[src/rtl/sprite_layer_compositor.sv]
// Sprite/background compositor: delays raster timing to match pixel data and mixes one pixel per clock.
// Define COMPOSITOR_CHROMA_KEY_EN to make KEY_COLOR the transparent sprite colour (otherwise 12'h000).
module sprite_layer_compositor #(
  parameter int          LATENCY   = 4,
  parameter logic [11:0] KEY_COLOR = 12'h000
) (
  input  logic        pixel_clk_in,
  input  logic        rst_n_in,
  input  logic [10:0] hcount_in,
  input  logic [9:0]  vcount_in,
  input  logic        hsync_in,
  input  logic        vsync_in,
  input  logic        blank_in,
  input  logic [11:0] sprite_pixel_in,
  input  logic [11:0] bg_pixel_in,
  input  logic        layer_en_in,
  output logic [11:0] pixel_out,
  output logic        hsync_out,
  output logic        vsync_out,
  output logic        blank_out,
  output logic        frame_start_out
);

`ifdef COMPOSITOR_CHROMA_KEY_EN
  localparam logic [11:0] TRANSPARENT = KEY_COLOR;
`else
  localparam logic [11:0] TRANSPARENT = 12'h000;
  logic unused_key;
  assign unused_key = ^KEY_COLOR;
`endif

  logic [10:0]        h_dly [LATENCY];
  logic [9:0]         v_dly [LATENCY];
  logic [LATENCY-1:0] hs_dly;
  logic [LATENCY-1:0] vs_dly;
  logic [LATENCY-1:0] bl_dly;
  logic [LATENCY-1:0] vld_dly;
  logic               layer_en_q;

  logic [10:0] h_al;
  logic [9:0]  v_al;
  logic        hs_al, vs_al, bl_al, vld_al;
  logic        frame_start_al;
  logic        layer_en_eff;
  logic        sprite_opaque;

  // The valid bit keeps the zeroed stages after reset from posing as coordinate (0,0).
  always_ff @(posedge pixel_clk_in or negedge rst_n_in) begin
    if (!rst_n_in) begin
      for (int i = 0; i < LATENCY; i++) begin
        h_dly[i] <= '0;
        v_dly[i] <= '0;
      end
      hs_dly  <= '0;
      vs_dly  <= '0;
      bl_dly  <= '0;
      vld_dly <= '0;
    end else begin
      h_dly[0]   <= hcount_in;
      v_dly[0]   <= vcount_in;
      hs_dly[0]  <= hsync_in;
      vs_dly[0]  <= vsync_in;
      bl_dly[0]  <= blank_in;
      vld_dly[0] <= 1'b1;
      for (int i = 1; i < LATENCY; i++) begin
        h_dly[i]   <= h_dly[i-1];
        v_dly[i]   <= v_dly[i-1];
        hs_dly[i]  <= hs_dly[i-1];
        vs_dly[i]  <= vs_dly[i-1];
        bl_dly[i]  <= bl_dly[i-1];
        vld_dly[i] <= vld_dly[i-1];
      end
    end
  end

  assign h_al   = h_dly[LATENCY-1];
  assign v_al   = v_dly[LATENCY-1];
  assign hs_al  = hs_dly[LATENCY-1];
  assign vs_al  = vs_dly[LATENCY-1];
  assign bl_al  = bl_dly[LATENCY-1];
  assign vld_al = vld_dly[LATENCY-1];

  assign frame_start_al = vld_al && (h_al == 11'd0) && (v_al == 10'd0);
  // The (0,0) pixel already uses the newly sampled enable.
  assign layer_en_eff   = frame_start_al ? layer_en_in : layer_en_q;
  assign sprite_opaque  = (sprite_pixel_in != TRANSPARENT);

  always_ff @(posedge pixel_clk_in or negedge rst_n_in) begin
    if (!rst_n_in) begin
      layer_en_q      <= 1'b0;
      pixel_out       <= '0;
      hsync_out       <= 1'b0;
      vsync_out       <= 1'b0;
      blank_out       <= 1'b0;
      frame_start_out <= 1'b0;
    end else begin
      layer_en_q <= layer_en_eff;
      if (!vld_al) begin
        pixel_out       <= '0;
        hsync_out       <= 1'b0;
        vsync_out       <= 1'b0;
        blank_out       <= 1'b0;
        frame_start_out <= 1'b0;
      end else begin
        if (bl_al)
          pixel_out <= 12'h000;
        else if (layer_en_eff && sprite_opaque)
          pixel_out <= sprite_pixel_in;
        else
          pixel_out <= bg_pixel_in;
        hsync_out       <= hs_al;
        vsync_out       <= vs_al;
        blank_out       <= bl_al;
        frame_start_out <= frame_start_al;
      end
    end
  end

endmodule

[config.mk]
export PLATFORM = sky130hd
export DESIGN_NAME = sprite_layer_compositor
export DESIGN_NICKNAME = d
export VERILOG_FILES = /design/src/rtl/sprite_layer_compositor.sv
export SDC_FILE = /design/constraint.sdc
export NUM_CORES = 1
export LEC_CHECK = 0
export ABC_AREA = 1
export CAP_MARGIN = 15
export CORE_MARGIN = 2
export CORE_UTILIZATION = 45
export CTS_CLUSTER_DIAMETER = 30
export DETAILED_ROUTE_END_ITERATION = 10
export GPL_ROUTABILITY_DRIVEN = 0
export PLACE_DENSITY_LB_ADDON = 0.15
export SETUP_SLACK_MARGIN = 0.1
export SYNTH_ARGS = -nofsm -noshare
export SYNTH_HDL_FRONTEND = slang
export SYNTH_SLANG_ARGS = --single-unit
export TNS_END_PERCENT = 30
[constraint.sdc]
create_clock -name pixel_clk_in -period 1.9 [get_ports pixel_clk_in]
set_input_delay 0.38 -clock pixel_clk_in [delete_from_list [all_inputs] [get_ports pixel_clk_in]]
set_output_delay 0.38 -clock pixel_clk_in [all_outputs]
set_load 0.02 [all_outputs]
---- Yosys cells after proc, flatten, opt, wreduce, memory -nomap -nowiden ----
Index checks and enable logic that the tools add are counted.
word-level totals
  flip-flop bits (word level) ............. 117
  output and inout port bits .............. 16
operators by class
  mux-type cells .......................... 8
  reduce and logical (&&, ||, !) cells .... 6
operators with widths
  cell                 count
  $mux W12             3
  $reduce_bool A12 Y1  1
  $logic_not A11 Y1    1
  $logic_not A10 Y1    1
  $mux W1              5
  $logic_and A1 B1 Y1  3

---- Depth between registers and ports, before layout ----
Gate-level depths: netlist (run 1).
  depth in word-level cells ............... 8
  gate-level depth with buffers ........... 11
  depth with buffers taken out ............ 10

---- Worst setup path after synthesis (run 1) ----
Ideal clock, no wire load.
  path kind ............................... flip-flop to flip-flop
  start point ............................. reg h_dly, in the netlist h_al[5]
  end point ............................... reg pixel_out[10]
  arrival ................................. 1.231 ns
  slack ................................... 0.556 ns
  cell stages (with the launch flop) ...... 9
  path buffers ............................ 1
  clock period less this slack ............ 1.344 ns
  cell sequence ........................... dfrtp_1 or2_4 nor2_4 nand4_1 nand2_2 buf_6 nand3_2 nand2_1 nor2_2
on the way
  word-level cells in the longest chain between the ends .. 8
RTL lines
  what                               line  text
  from (decl)                        32    logic [10:0] h_dly [LATENCY];
  from (signal, indexed assignment)  66    h_dly[i] <= h_dly[i-1];
  $logic_not A11 Y1                  83    assign frame_start_al = vld_al && (h_al == 11'd0) && (v_al == 10'd0);
  $logic_and A1 B1 Y1 (2 in a row)   83
  $mux W1                            85    assign layer_en_eff = frame_start_al ? layer_en_in : layer_en_q;
  net layer_en_eff                   44    logic layer_en_eff;
  $logic_and A1 B1 Y1                107   else if (layer_en_eff && sprite_opaque)
  $mux W12                           107
  $mux W12                           105   if (bl_al)
  $mux W12                           98    if (!vld_al) begin
  to (signal assigned)               108   pixel_out <= sprite_pixel_in;
  to (signal assigned)               110   pixel_out <= bg_pixel_in;
  to (decl)                          17    output logic [11:0] pixel_out,
The timed path passes the listed nets, and every way through them passes these cells.

---- Worst setup path after layout (run 1) ----
  start point ............................. reg pixel_out[6]
  end point ............................... out pixel_out[6]
No word-level cell between the ends.

==> impl_metrics.toml, run 1 <==
[floorplan]
fp.dieArea_mm2 = 0.00886
ios = 67
fp-row-count = 32
die_w_um = 94.1
coreArea_mm2 = 0.00781
die_y_um = 94.1
floorplan.initialDensity_pct = 46.8

[global_route]
grt_pass1_wl_mm = 9.40
grt-ovfl-total = 0
grt_use_total_pct = 14.6
antenna_found_initial = 0
grt_start_max_net_pins = 38
first_global_vias = 2113

[sta]
min_period_over_period_pct = 94.7
fin_ws_ns = 0.100
skew_ns = 0.00518
post-route-min-period_ns = 1.80
rsz0062_at_grt = "true"
setup_viol = 0
fmax_mhz = 556
slew_viol_final = 0
finalHoldViolations = 0
setup_tns_ns = 0

[critical_path]
required_ns = 1.52
critical_path_buf_inv_count = 1
cp.arrival_ns = 1.42
critPathLaunchType = "flip-flop"
cpMaxStageDelayCell = "clkdlybuf4s50_1"
slowest_delay_ns = 0.60
worstSetupEndpointType = "output pin"
cp_max_fo = 1
crit_family = "buffers and inverters"
worstSetupPathType = "reg -> out"
path_cells = "clkdlybuf4s50_1"

[cts]
cts.path.max_buffers = 2
cts_tree = "done"
postCtsSetupRepairBufs = 0
clkTransAtPathRegs_ns = 0.05
cts_max_level = 4
cts_root_buf = "clkbuf_8"
insertion_delay_ns = 0.50
cts.sinks = 117
cts_made_buffers = 17

[yosys]
synthFlopType = "dfrtp_1"
syn_nets = 314
synthArstFlopShare_pct = 100
synth-seq-cells = 117
synth_area_mm2 = 0.00366
synth_seq_area_share_pct = 80.1
synth_edf_count = 0
synth_cell_type_count = 16
yosysWarnings = 0
synth_cells = 263
syn_avg_cell_area_um2 = 13.9

[detailed_routing]
route.detailed.drc = 0
wl_per_cell_um = 11.8
firstDrtPassIters = 4
via_count = 1970
via_per_inst = 4.24
routed_wl_mm = 5.47
drtAntennaViolNets = 0
drt_iter0_drc = 34

[outcome]
status = "completed"

[placed_design]
hpwl_mm = 3.51
pre_cts_ws_ns = 0.0133
port_buffers = 66

[layout]
diodes = 0
nets = 403
n_fill_cell = 587
areaGrowthSynthToFinish_pct = 37.9
layout-drive-gt1-share_pct = 20.1

[power]
total_leakage_power_nw = 2.54
vdd_ir_drop_max_mv = 0.675
powerDensity_mw_per_mm2 = 1140

[hold_path]
hp-class = "in -> async"

[flow_run]
maxCapViolCount = 0
[what timing repair did]
item	in CTS	in global routing
gates resized for setup	4	3
hold endpoints to repair	16	0
hold buffers	1	0
setup endpoints to repair	16	12
[cells in the mapped netlist (2+ instances only)]
library cell,n,area [um2]
dfrtp_1,117,2930
nor2_1,21,78.8
buf_6,3,33.8
inv_2,3,11.3
nor2_2,14,87.6
nand4_1,4,25.0
nand2_1,35,131
nand3_1,4,20.0
nand3_2,11,110
nand2_2,5,31.3
nor2_4,2,22.5
inv_1,40,150
[sequential cells by signal, summed over array words and instances, names as in the netlist]
register and cells:
h_dly 33, v_dly 30, pixel_out 12, h_al 11, v_al 10, bl_dly 4, hs_dly 4, vld_dly 4
vs_dly 4, blank_out 1, frame_start_out 1, hsync_out 1, layer_en_q 1, vsync_out 1
[worst paths after layout]
kind / startpoint / end / slack [ns] / depth (start not counted)
max in group asynchronous: rst_n_in / pixel_out[7]$_DFF_PN0_ / 1.00 / 3
worst max register to register: h_al[5]$_DFF_PN0_ / pixel_out[6]$_DFF_PN0_ / 0.36 / 8
min in group pixel_clk_in: blank_in / bl_dly[0]$_DFF_PN0_ / 0.32 / 1
worst min-delay path: rst_n_in / h_dly[18]$_DFF_PN0_ / 0.31 / 2
worst min register to register: h_dly[39]$_DFF_PN0_ / h_dly[28]$_DFF_PN0_ / 0.34 / 0
worst max-delay path: pixel_out[6]$_DFF_PN0_ / pixel_out[6] / 0.10 / 1
[worst reg2reg max path: stages (launching register included)]
cell,delay (ns)
dfrtp_1,0.36
or2_4,0.25
nor2_4,0.16
nand3_1,0.11
nand2_1,0.08
nand3_2,0.23
nand2_1,0.14
inv_1,0.06
nor2_2,0.09
[power by group]
| part | leakage, nW | switching, mW | total [mW] | internal (mW) |
|---|---|---|---|---|
| logic | 0.890 | 0.123 | 0.269 | 0.145 |
| registers | 1.39 | 0.0367 | 2.65 | 2.62 |
| clock network | 0.265 | 1.00 | 2.85 | 1.85 |
| total | 2.54 | 1.16 | 5.77 | 4.61 |
[cell type report]
cell class,instances,area (um2),area share [%]
Clock buffer,22,473,9.38
Clock inverter,8,76.3,1.51
Inverter,43,161,3.20
Multi-Input combinational cell,99,526,10.4
Sequential cell,117,2930,58.1
Tap cell,102,128,2.53
Timing Repair Buffer,74,748,14.8
[cell families after synthesis]
logic type | count (synthesis) | synth area share (%)
flip-flops | 117 | 80.1
other | 1 | 0.103
AND/OR/NAND/NOR | 98 | 14.3
buffers and inverters | 47 | 5.54
[routing by layer]
layer / wire (um) / part of all wire (%) / track usage [%]
met3: 310 / 5.7 / 6.10
met4: 141 / 2.6 / 9.54
met1: 2280 / 42 / 15.9
met2: 2740 / 50 / 23.3
met5: 0 / 0 / 0
[layout by cell type (no fill, tap or decap), types with 6 or more instances in the layout]
cell,count
nor2_1,21
nand2_1,35
nand3_2,11
clkdlybuf4s50_1,58
inv_1,40
clkbuf_16,16
dfrtp_1,117
buf_4,6
nor2_2,14
[through the flow]
stage | power, mW | util (%) | hold WS [ns] | area (um2) | cells
3_5_place_dp | 2.97 | 57.4 | 0.285 | 4480 | 434
5_1_grt | 6.01 | 64.6 | 0.290 | 5040 | 465
6_report | 5.77 | 64.6 | 0.308 | 5040 | 465
3_3_place_gp | 2.96 | 57.4 | 0.277 | 4480 | 434
2_1_floorplan | 2.76 | - | 0.0844 | 3660 | 263
4_1_cts | 5.85 | 64.5 | 0.288 | 5030 | 465
Note: power is estimated with default switching activity, not from simulation.
==> run 2: changes to the inputs <==
Settings changed: CORE_ASPECT_RATIO set to 1.25, DONT_BUFFER_PORTS set to 1, SETUP_SLACK_MARGIN 0.1 to 0.4.
==> run 2 against run 1 <==
The flow now finishes with violations (hold timing). Sequential power is essentially flat. Hold slack lost 0.73 ns. Register-to-register slack gained 0.11 ns. Cell area shrank 8.9%. Count of clock-buffer cells in the layout shrank 1. Power grew 0.78%. Flip-flop and latch count is the same. Setup slack gained 0.37 ns. Non-clock buffer count shrank 48.
==> impl_metrics.toml, run 2 (synthesized netlist as in run 1, its figures left out) <==
[outcome]
status = "finished, violations left"
violations = "hold timing"

[sta]
hold_ws_ns = -0.419
slew_viol_final = 0
finalHoldViolations = 117
skew_ns = 0.0156
setup_viol = 0
fmax_mhz = 699
setup_tns_ns = 0
post-route-min-period_ns = 1.43
rsz0062_at_grt = "true"
min_period_over_period_pct = 75.3
fin_ws_ns = 0.470

[detailed_routing]
route.detailed.drc = 0
via_per_inst = 4.42
routed_wl_mm = 4.70
firstDrtPassIters = 4
drtAntennaViolNets = 0
via_count = 1815
drt_iter0_drc = 55
wl_per_cell_um = 11.4

[critical_path]
r2r_cells = 7
cp.arrival_ns = 1.81
cp_max_fo = 13
worstSetupPathType = "reg -> reg"
slowest_delay_ns = 0.36
worstSetupEndpointType = "flip-flop"
cpMaxStageDelayCell = "dfrtp_1"
path_cells = "or2_4, nor2_4, nand4_1, nand2_4, nand3_1, nand2_1, nor2_2"
critPathLaunchType = "flip-flop"
required_ns = 2.28

[layout]
finalNonFillerCells = 411
n_fill_cell = 631
diodes = 0
largest_register_ffs = 33
regMostFlops = "h_dly"
top_regs = "h_dly: 33 flops, v_dly: 30 flops, pixel_out: 12 flops"
nets = 355
layout_common_cells = "117 x dfrtp_1, 40 x inv_1, 35 x nand2_1"
layout-drive-gt1-share_pct = 21.8
final_common_cell = "dfrtp_1"
areaGrowthSynthToFinish_pct = 25.6

[floorplan]
ios = 67
die_y_um = 105
floorplan.initialDensity_pct = 46.6
coreArea_mm2 = 0.00784
fp-row-count = 36
die_w_um = 84.6
fp.dieArea_mm2 = 0.00887

[flow_run]
maxCapViolCount = 0

[placed_design]
dp_cells = 356
port_buffers = 0
hpwl_mm = 2.73
pre_cts_ws_ns = 0.414

[power]
total_leakage_power_nw = 2.31
vdd_ir_drop_max_mv = 0.881
powerDensity_mw_per_mm2 = 1270
p_total_mw = 5.81

[cts]
clkTransAtPathRegs_ns = 0.06
cts.path.max_buffers = 2
cts_made_buffers = 17
cts_tree = "done"
postCtsSetupRepairBufs = 0
cts.sinks = 117
cts_max_level = 4
cts_root_buf = "clkbuf_8"
holdBufCountCts = 24
insertion_delay_ns = 0.49

[global_route]
grt_start_max_net_pins = 118
grt_use_total_pct = 12.1
gr-max-usage-layer = "met2"
grt_use_met2_pct = 20.6
grt_pass1_wl_mm = 8.20
antenna_found_initial = 0
met1_usage_pct = 12.2
gr-usage-met3_pct = 5.77
first_global_vias = 1883
grt-ovfl-total = 0

[hold_path]
hp-class = "in -> async"
==> run 2: stage by stage <==
step           hold slack, ns  cell area [um2]  util [%]
2_1_floorplan          0.0844             3660         -
3_3_place_gp           0.0874             3750      47.8
6_report               -0.419             4590      58.6
4_1_cts                -0.445             4580      58.5
3_5_place_dp           0.0886             3750      47.8
5_1_grt                -0.450             4590      58.6
==> run 2: critical path: cells and delay by family, from the launching register on <==
kind / cells / cell delay [ns]
AND/OR/NAND/NOR: 7 / 0.95
flip-flops: 1 / 0.36
==> run 2: cell type report <==
class | count | area [um2] | area share (%)
inverters | 43 | 161 | 3.52
multi-input cells | 99 | 538 | 11.7
clock buffers | 21 | 469 | 10.2
well taps | 95 | 119 | 2.59
clock inverters | 10 | 120 | 2.62
repair buffers | 26 | 255 | 5.56
flip-flops and latches | 117 | 2930 | 63.8
==> run 2: final timing paths <==
| check | start | endpoint | slack, ns |
|---|---|---|---|
| setup / recovery | h_al[5]$_DFF_PN0_ | pixel_out[1]$_DFF_PN0_ | 0.47 |
| hold / removal | rst_n_in | pixel_out[4]$_DFF_PN0_ | -0.42 |
| setup reg to reg | h_al[5]$_DFF_PN0_ | pixel_out[1]$_DFF_PN0_ | 0.47 |
| hold reg to reg | h_dly[41]$_DFF_PN0_ | h_dly[30]$_DFF_PN0_ | 0.34 |
| max in group asynchronous | rst_n_in | vld_dly[3]$_DFF_PN0_ | 2.18 |
| min in group pixel_clk_in | bg_pixel_in[11] | pixel_out[11]$_DFF_PN0_ | 0.08 |
==> run 2: timing repair <==
item	in CTS	in global routing
endpoints found under the setup margin	8	12
pin swaps	0	1
hold endpoints to repair	141	117
resized for setup	1	1
==> run 2: layer usage <==
| layer | wire length, um | part of all wire, % |
|---|---|---|
| met4 | 62 | 1.3 |
| met3 | 351 | 7.5 |
| met2 | 2430 | 52 |
| met5 | 0 | 0 |
| met1 | 1860 | 40 |
==> run 2: report_power, final <==
| group | leakage (nW) | switching, mW | internal (mW) | total [mW] |
|---|---|---|---|---|
| clock network | 0.287 | 1.04 | 2.00 | 3.04 |
| logic | 0.639 | 0.0443 | 0.0592 | 0.104 |
| registers | 1.39 | 0.0532 | 2.62 | 2.67 |
